### src/rtl/multibus_pkg.sv
// multibus_pkg: shared FSM states, geometry helpers and counter width for multibus_cache_ctrl
package multibus_pkg;
  typedef enum logic [1:0] {IDLE, LOOKUP, MEM, DONE} state_t;
  localparam int CNT_W = 16;
  function automatic int idx_w(input int lines);
    return $clog2(lines);
  endfunction
  function automatic int tag_w(input int aw, input int lines);
    return aw - $clog2(lines);
  endfunction
endpackage

### src/rtl/multibus_cache_ctrl_rr_arbiter.sv
// rr_arbiter: round-robin grant over a request vector; the pointer moves past the winner on advance
module rr_arbiter #(
  parameter int NPORTS = 2
) (
  input  logic                      clk,
  input  logic                      rst,
  input  logic [NPORTS-1:0]         req,
  input  logic                      advance,
  output logic [NPORTS-1:0]         grant,
  output logic [$clog2(NPORTS)-1:0] grant_idx
);
  localparam int PW = $clog2(NPORTS);
  logic [PW-1:0] ptr;
  logic found;
  always_comb begin
    found = 1'b0;
    grant_idx = '0;
    for (int i = 0; i < NPORTS; i++)
      if (!found && req[PW'((int'(ptr) + i) % NPORTS)]) begin
        found = 1'b1;
        grant_idx = PW'((int'(ptr) + i) % NPORTS);
      end
    grant = NPORTS'(found) << grant_idx;
  end
  always_ff @(posedge clk or posedge rst)
    if (rst) ptr <= '0;
    else if (advance) ptr <= grant_idx == PW'(NPORTS - 1) ? '0 : grant_idx + 1'b1;
endmodule

### src/rtl/multibus_cache_ctrl.sv
// multibus_cache_ctrl: N-port round-robin front end to a direct-mapped write-through cache and backing memory.
// Define MULTIBUS_STATS_EN to add saturating read hit/miss counters.
module multibus_cache_ctrl
  import multibus_pkg::*;
#(
  parameter int NPORTS  = 2,
  parameter int AW      = 8,
  parameter int DW      = 8,
  parameter int LINES   = 16,
  parameter int MEM_LAT = 2
) (
  input  logic                 clk,
  input  logic                 rst,
  input  logic [NPORTS-1:0]    start,
  input  logic [NPORTS-1:0]    write_op,
  input  logic [NPORTS*AW-1:0] in_address,
  input  logic [NPORTS*DW-1:0] in_data,
  output logic [NPORTS*DW-1:0] out_data,
  output logic [NPORTS-1:0]    finish_flag,
  output logic                 read_busy,
  output logic                 write_busy
`ifdef MULTIBUS_STATS_EN
  ,
  output logic [CNT_W-1:0]     hit_count,
  output logic [CNT_W-1:0]     miss_count
`endif
);
  localparam int IW = idx_w(LINES);
  localparam int TW = tag_w(AW, LINES);
  localparam int PW = $clog2(NPORTS);
  localparam int CW = $clog2(MEM_LAT + 1);
  state_t state;
  logic [NPORTS-1:0] pend, pend_wr, grant;
  logic [AW-1:0] pend_addr [NPORTS];
  logic [DW-1:0] pend_data [NPORTS];
  logic [PW-1:0] gidx, cur;
  logic cur_wr, advance, hit;
  logic [AW-1:0] cur_addr;
  logic [DW-1:0] cur_data;
  logic [CW-1:0] cnt;
  logic [LINES-1:0] line_valid;
  logic [TW-1:0] line_tag [LINES];
  logic [DW-1:0] line_data [LINES];
  logic [DW-1:0] mem [2**AW];
  logic [IW-1:0] idx;
  logic [TW-1:0] tag;
  assign advance = state == IDLE && |pend;
  assign idx = cur_addr[IW-1:0];
  assign tag = cur_addr[AW-1:IW];
  assign hit = line_valid[idx] && line_tag[idx] == tag;
  rr_arbiter #(.NPORTS(NPORTS)) u_arb (
    .clk(clk), .rst(rst), .req(pend), .advance(advance), .grant(grant), .grant_idx(gidx)
  );
  always_ff @(posedge clk or posedge rst)
    if (rst) begin
      state <= IDLE;
      pend <= '0;
      pend_wr <= '0;
      for (int p = 0; p < NPORTS; p++) begin
        pend_addr[p] <= '0;
        pend_data[p] <= '0;
      end
      cur <= '0;
      cur_wr <= 1'b0;
      cur_addr <= '0;
      cur_data <= '0;
      cnt <= '0;
      line_valid <= '0;
      for (int l = 0; l < LINES; l++) begin
        line_tag[l] <= '0;
        line_data[l] <= '0;
      end
      for (int m = 0; m < 2**AW; m++) mem[m] <= '0;
      out_data <= '0;
      finish_flag <= '0;
      read_busy <= 1'b0;
      write_busy <= 1'b0;
`ifdef MULTIBUS_STATS_EN
      hit_count <= '0;
      miss_count <= '0;
`endif
    end else begin
      // a slot being granted this cycle is still pending, so a start on it is dropped
      for (int p = 0; p < NPORTS; p++)
        if (advance && grant[p]) pend[p] <= 1'b0;
        else if (start[p] && !pend[p]) begin
          pend[p] <= 1'b1;
          pend_wr[p] <= write_op[p];
          pend_addr[p] <= in_address[p*AW +: AW];
          pend_data[p] <= in_data[p*DW +: DW];
        end
      case (state)
        IDLE:
          if (advance) begin
            cur <= gidx;
            cur_wr <= pend_wr[gidx];
            cur_addr <= pend_addr[gidx];
            cur_data <= pend_data[gidx];
            read_busy <= !pend_wr[gidx];
            write_busy <= pend_wr[gidx];
            state <= LOOKUP;
          end
        LOOKUP: begin
          cnt <= '0;
`ifdef MULTIBUS_STATS_EN
          if (!cur_wr && hit) hit_count <= hit_count + CNT_W'(hit_count != '1);
          if (!cur_wr && !hit) miss_count <= miss_count + CNT_W'(miss_count != '1);
`endif
          if (!cur_wr && hit) begin
            out_data[cur*DW +: DW] <= line_data[idx];
            finish_flag[cur] <= 1'b1;
            state <= DONE;
          end else state <= MEM;
        end
        MEM:
          if (cnt == CW'(MEM_LAT - 1)) begin
            line_valid[idx] <= 1'b1;
            line_tag[idx] <= tag;
            line_data[idx] <= cur_wr ? cur_data : mem[cur_addr];
            if (cur_wr) mem[cur_addr] <= cur_data;
            else out_data[cur*DW +: DW] <= mem[cur_addr];
            finish_flag[cur] <= 1'b1;
            state <= DONE;
          end else cnt <= cnt + 1'b1;
        default: begin
          finish_flag <= '0;
          read_busy <= 1'b0;
          write_busy <= 1'b0;
          state <= IDLE;
        end
      endcase
    end
endmodule

### config.mk
export PLATFORM = sky130hd
export DESIGN_NAME = multibus_cache_ctrl
export DESIGN_NICKNAME = d
export VERILOG_FILES = /design/src/rtl/multibus_pkg.sv /design/src/rtl/multibus_cache_ctrl_rr_arbiter.sv /design/src/rtl/multibus_cache_ctrl.sv
export SDC_FILE = /design/constraint.sdc
export NUM_CORES = 2
export LEC_CHECK = 0
export CORE_AREA = 4 4 449 451
export DETAILED_ROUTE_END_ITERATION = 10
export DIE_AREA = 0 0 453 455
export PLACE_DENSITY = 0.73
export SYNTH_ARGS = -nofsm -noshare
export SYNTH_HDL_FRONTEND = slang
export SYNTH_SLANG_ARGS = --single-unit
### constraint.sdc
create_clock -name clk -period 101.1 [get_ports clk]
set_input_delay 10.11 -clock clk [delete_from_list [all_inputs] [get_ports clk]]
set_output_delay 10.11 -clock clk [all_outputs]
set_load 0.05 [all_outputs]
==> summary.txt <==
Clock tree
  – Clk sink count: 2335
  – Worst skew pair latency: 900 ps
  – PostCTS Resize Cnt: 0
  – Postcts setup bufs: 0
  – Root Buffer: clkbuf_16
  – Clock slew at reported path FFs: around 60 ps
  – CTS Buf Count: 234
  – TritonCTS clock tree: yes
  – Htree depth: 4
  – Clock Tree Buf Depth: 3
  – Post-CTS Hold Fix Bufs: 0

Timing
  – Clock skew after layout: 45.7 ps
  – Final Hold Viols: 0
  – Hold slack: 467 ps
  – Pins Over Slew Limit: 0
  – Final setup TNS: 0 ps
  – Fin crit share: 0.156
  – Worst-Margin Slew: around 1200 ps
  – Slew margin rel.: 0.187
  – Fmax: roughly 63 MHz
  – Min Tclk post-route: 15800 ps
  – Final setup violation count: 0
  – RSZ-0062 raised after global routing: false

Run status
  – Status: complete, no violations

Global routing
  – Total track usage: 0.269
  – Gr ovfl total: 0
  – Largest net degree at the start of global routing: 189
  – Vias in the first global route: 68.1k
  – First-pass GRT wire length: 426000 µm
  – Antenna violations before repair: 8

Placed design
  – GPL Wtd Cong: 0.870
  – Placed cells: 9903
  – Dpl hpwl: 170000 µm
  – PortBufs: 57

Layout
  – Layout area overhead: 9.12%
  – Fin cells: 10.3k
  – Fin util: 0.599
  – Commonest cells after routing, fill and taps aside: dfrtp_1, mux2_2, mux2i_1
  – Fin nets: between 7k and 8k
  – Commonest non-fill, non-tap cell in the layout: dfrtp_1
  – Layout cell share with drive strength beyond 1: 0.380
  – Area of the multi-input gates: 46500 µm²
  – FILL cells: roughly 15k
  – Register area: 58500 µm²

Worst setup path
  – Most common cell on crit path: buf_4
  – CP max FO: 180
  – Worst endpoint data arrival time: 16660 ps
  – CP delay by family, top: buffers and inverters
  – Setup crit start kind: input pin
  – CP Buf/Inv Count: 8
  – Slowest stage cell, crit path: buf_4
  – Critical Path Max Stage Delay: 920 ps
  – CP required: slightly above 100000 ps
  – CP endpoint kind: asynchronous set/reset pin
  – Critical Path, Cell by Cell: clkdlybuf4s50_1, inv_8, buf_12, buf_4, buf_4, buf_4, buf_4, buf_4
  – Crit Path Category: in2async

Logic synthesis
  – Main flop type after synthesis: dfrtp_1
  – Post-Syn Nets: between 7k and 8k
  – Synth unique cells: 80
  – Post-synthesis sequential area ratio: 0.540
  – Cell taking the most area after synthesis: dfrtp_1
  – Ys async rst share: 1.00
  – Syn Area/Cell: 14.2 µm²
  – Post-synth EDFFs: 0
  – Multiplexer share of the synthesized area: 0.344
  – Synth Instances: 7648
  – Synth Register Bits: 2335
  – Synth Area in Simple Gates: 0.0434
  – Synthesis Warnings: 0
  – Adder-Cell Fraction of Synth Area: 0.000578
  – Post-synthesis xor/xnor area fraction: 0.000324
  – Compound-Gate Fraction of Synth Area: 0.0388
  – Post-synth top area share: 0.540
  – Largest family of logic cells by synthesized area: multiplexers
  – Largest cells by area after synthesis: dfrtp_1, mux2_2, mux2i_1
  – Post-Syn Area: 108000 µm²

Worst hold path
  – HP Class: reg2reg

Floorplan
  – Site row count: 163
  – Ports: between 50 and 60
  – CORE AREA: 197000 µm²
  – Die area: 206000 µm²
  – Initial Utilization: 0.549
  – Die Ht: 455 µm
  – Die width: 453 µm

Routing
  – Via count: about 65k
  – Post-DR wirelength/cell: between 20 and 30 µm
  – Number of remaining DRC errors: 0
  – Avg Vias per Cell: 6.30
  – Detailed Route WL: 276000 µm
  – Iter 0 DRT Violations: 5633
  – Drt first pass iters: 6
  – Post-route ant nets: 0

Power
  – NetSw: 1.02 mW
  – Comb power frac: 0.302
  – Peak supply drop: 0.0271 mV
  – Clock share of power: 0.317
  – Pwr Density: roughly 24 nW/µm²
  – Sequential share of power: 0.382
  – Pint: 1.77 mW
  – LEAKAGE: 57.5 nW
  – Sw Ratio: 0.366

Run
  – Max Cap Violations: 0
kinds of logic after synthesis:
kind of cell / count (synthesis)
fa+ha+maj: 5
compound gates: 627
buf+inv: 626
flops: 2335
mux: 3148
simple gates: 903
xor+xnor: 4
path summary, 6_finish.rpt:
check                                from             end  slack [ps]  cells past startpoint
max reg2reg                   cur_addr[0]   line_data[91]       92830                     14
min in group asynchronous             rst   pend_data[14]        9820                      2
min                        line_valid[10]  line_valid[10]         470                      1
max in group clk              out_data[0]     out_data[0]       88920                      1
min reg2reg                line_valid[10]  line_valid[10]         470                      1
max                                   rst        mem[574]       85300                      8
Yosys cell counts, drive strengths merged, types with 26 or more instances:
| cell | count |
|---|---|
| a22oi | 182 |
| nand2 | 378 |
| nor2b | 26 |
| buf | 230 |
| nor2 | 182 |
| o21ai | 67 |
| a31oi | 99 |
| mux4 | 229 |
| a21oi | 84 |
| mux2 | 2204 |
| dfrtp | 2335 |
| nor3 | 75 |
| inv | 36 |
| clkbuf | 343 |
| nand4 | 62 |
| nand3 | 88 |
| mux2i | 715 |
| o22ai | 99 |
area by class of cell:
class                      count  area share
antenna                        7    0.000148
inverter                      36     0.00121
sequential                  2335       0.495
tap                         2640      0.0280
clock inverter                67     0.00759
timing repair buffer         205      0.0157
clock buffer                 359      0.0590
multi-input combinational   4687       0.393
power groups by stage:
stage	sequential, mW	combinational (mW)	clock (mW)
after floorplan	1.05	0.595	0
after global routing	1.07	0.880	0.934
after CTS	1.06	0.830	0.894
final	1.06	0.839	0.881
after detailed placement	1.08	0.826	0
after global placement	1.07	0.816	0
flip-flops by register name, summed over array words and instances, names as in the netlist:
name and count:
out_data 16, finish_flag 2, cur_wr 1, cur_addr 8, u_arb.ptr 1, line_tag 64, cur 1, write_busy 1
pend 2, state 2, pend_addr 16, read_busy 1, pend_wr 2, cur_data 8, mem 2048, pend_data 16
cnt 2, line_data 128, line_valid 16
routing by layer:
metal	routed length, µm	up-vias	share of wire	global-route usage
met5	27	-	0.000098	0
met4	10500	4	0.038	0.0992
met3	17800	510	0.064	0.0566
met2	128000	1947	0.46	0.416
met1	120000	34800	0.44	0.378
li1	-	27900	-	-
per-stage QoR:
| step | area (µm²) | total power [mW] | setup slack (ps) |
|---|---|---|---|
| floorplan | 108000 | 1.65 | 25000 |
| global placement | 110000 | 1.89 | 84320 |
| detailed placement | 110000 | 1.91 | 84190 |
| CTS | 118000 | 2.79 | 85130 |
| global route | 118000 | 2.88 | 84270 |
| finish | 118000 | 2.78 | 85300 |
No activity file was read; power rests on OpenSTA's default activity.
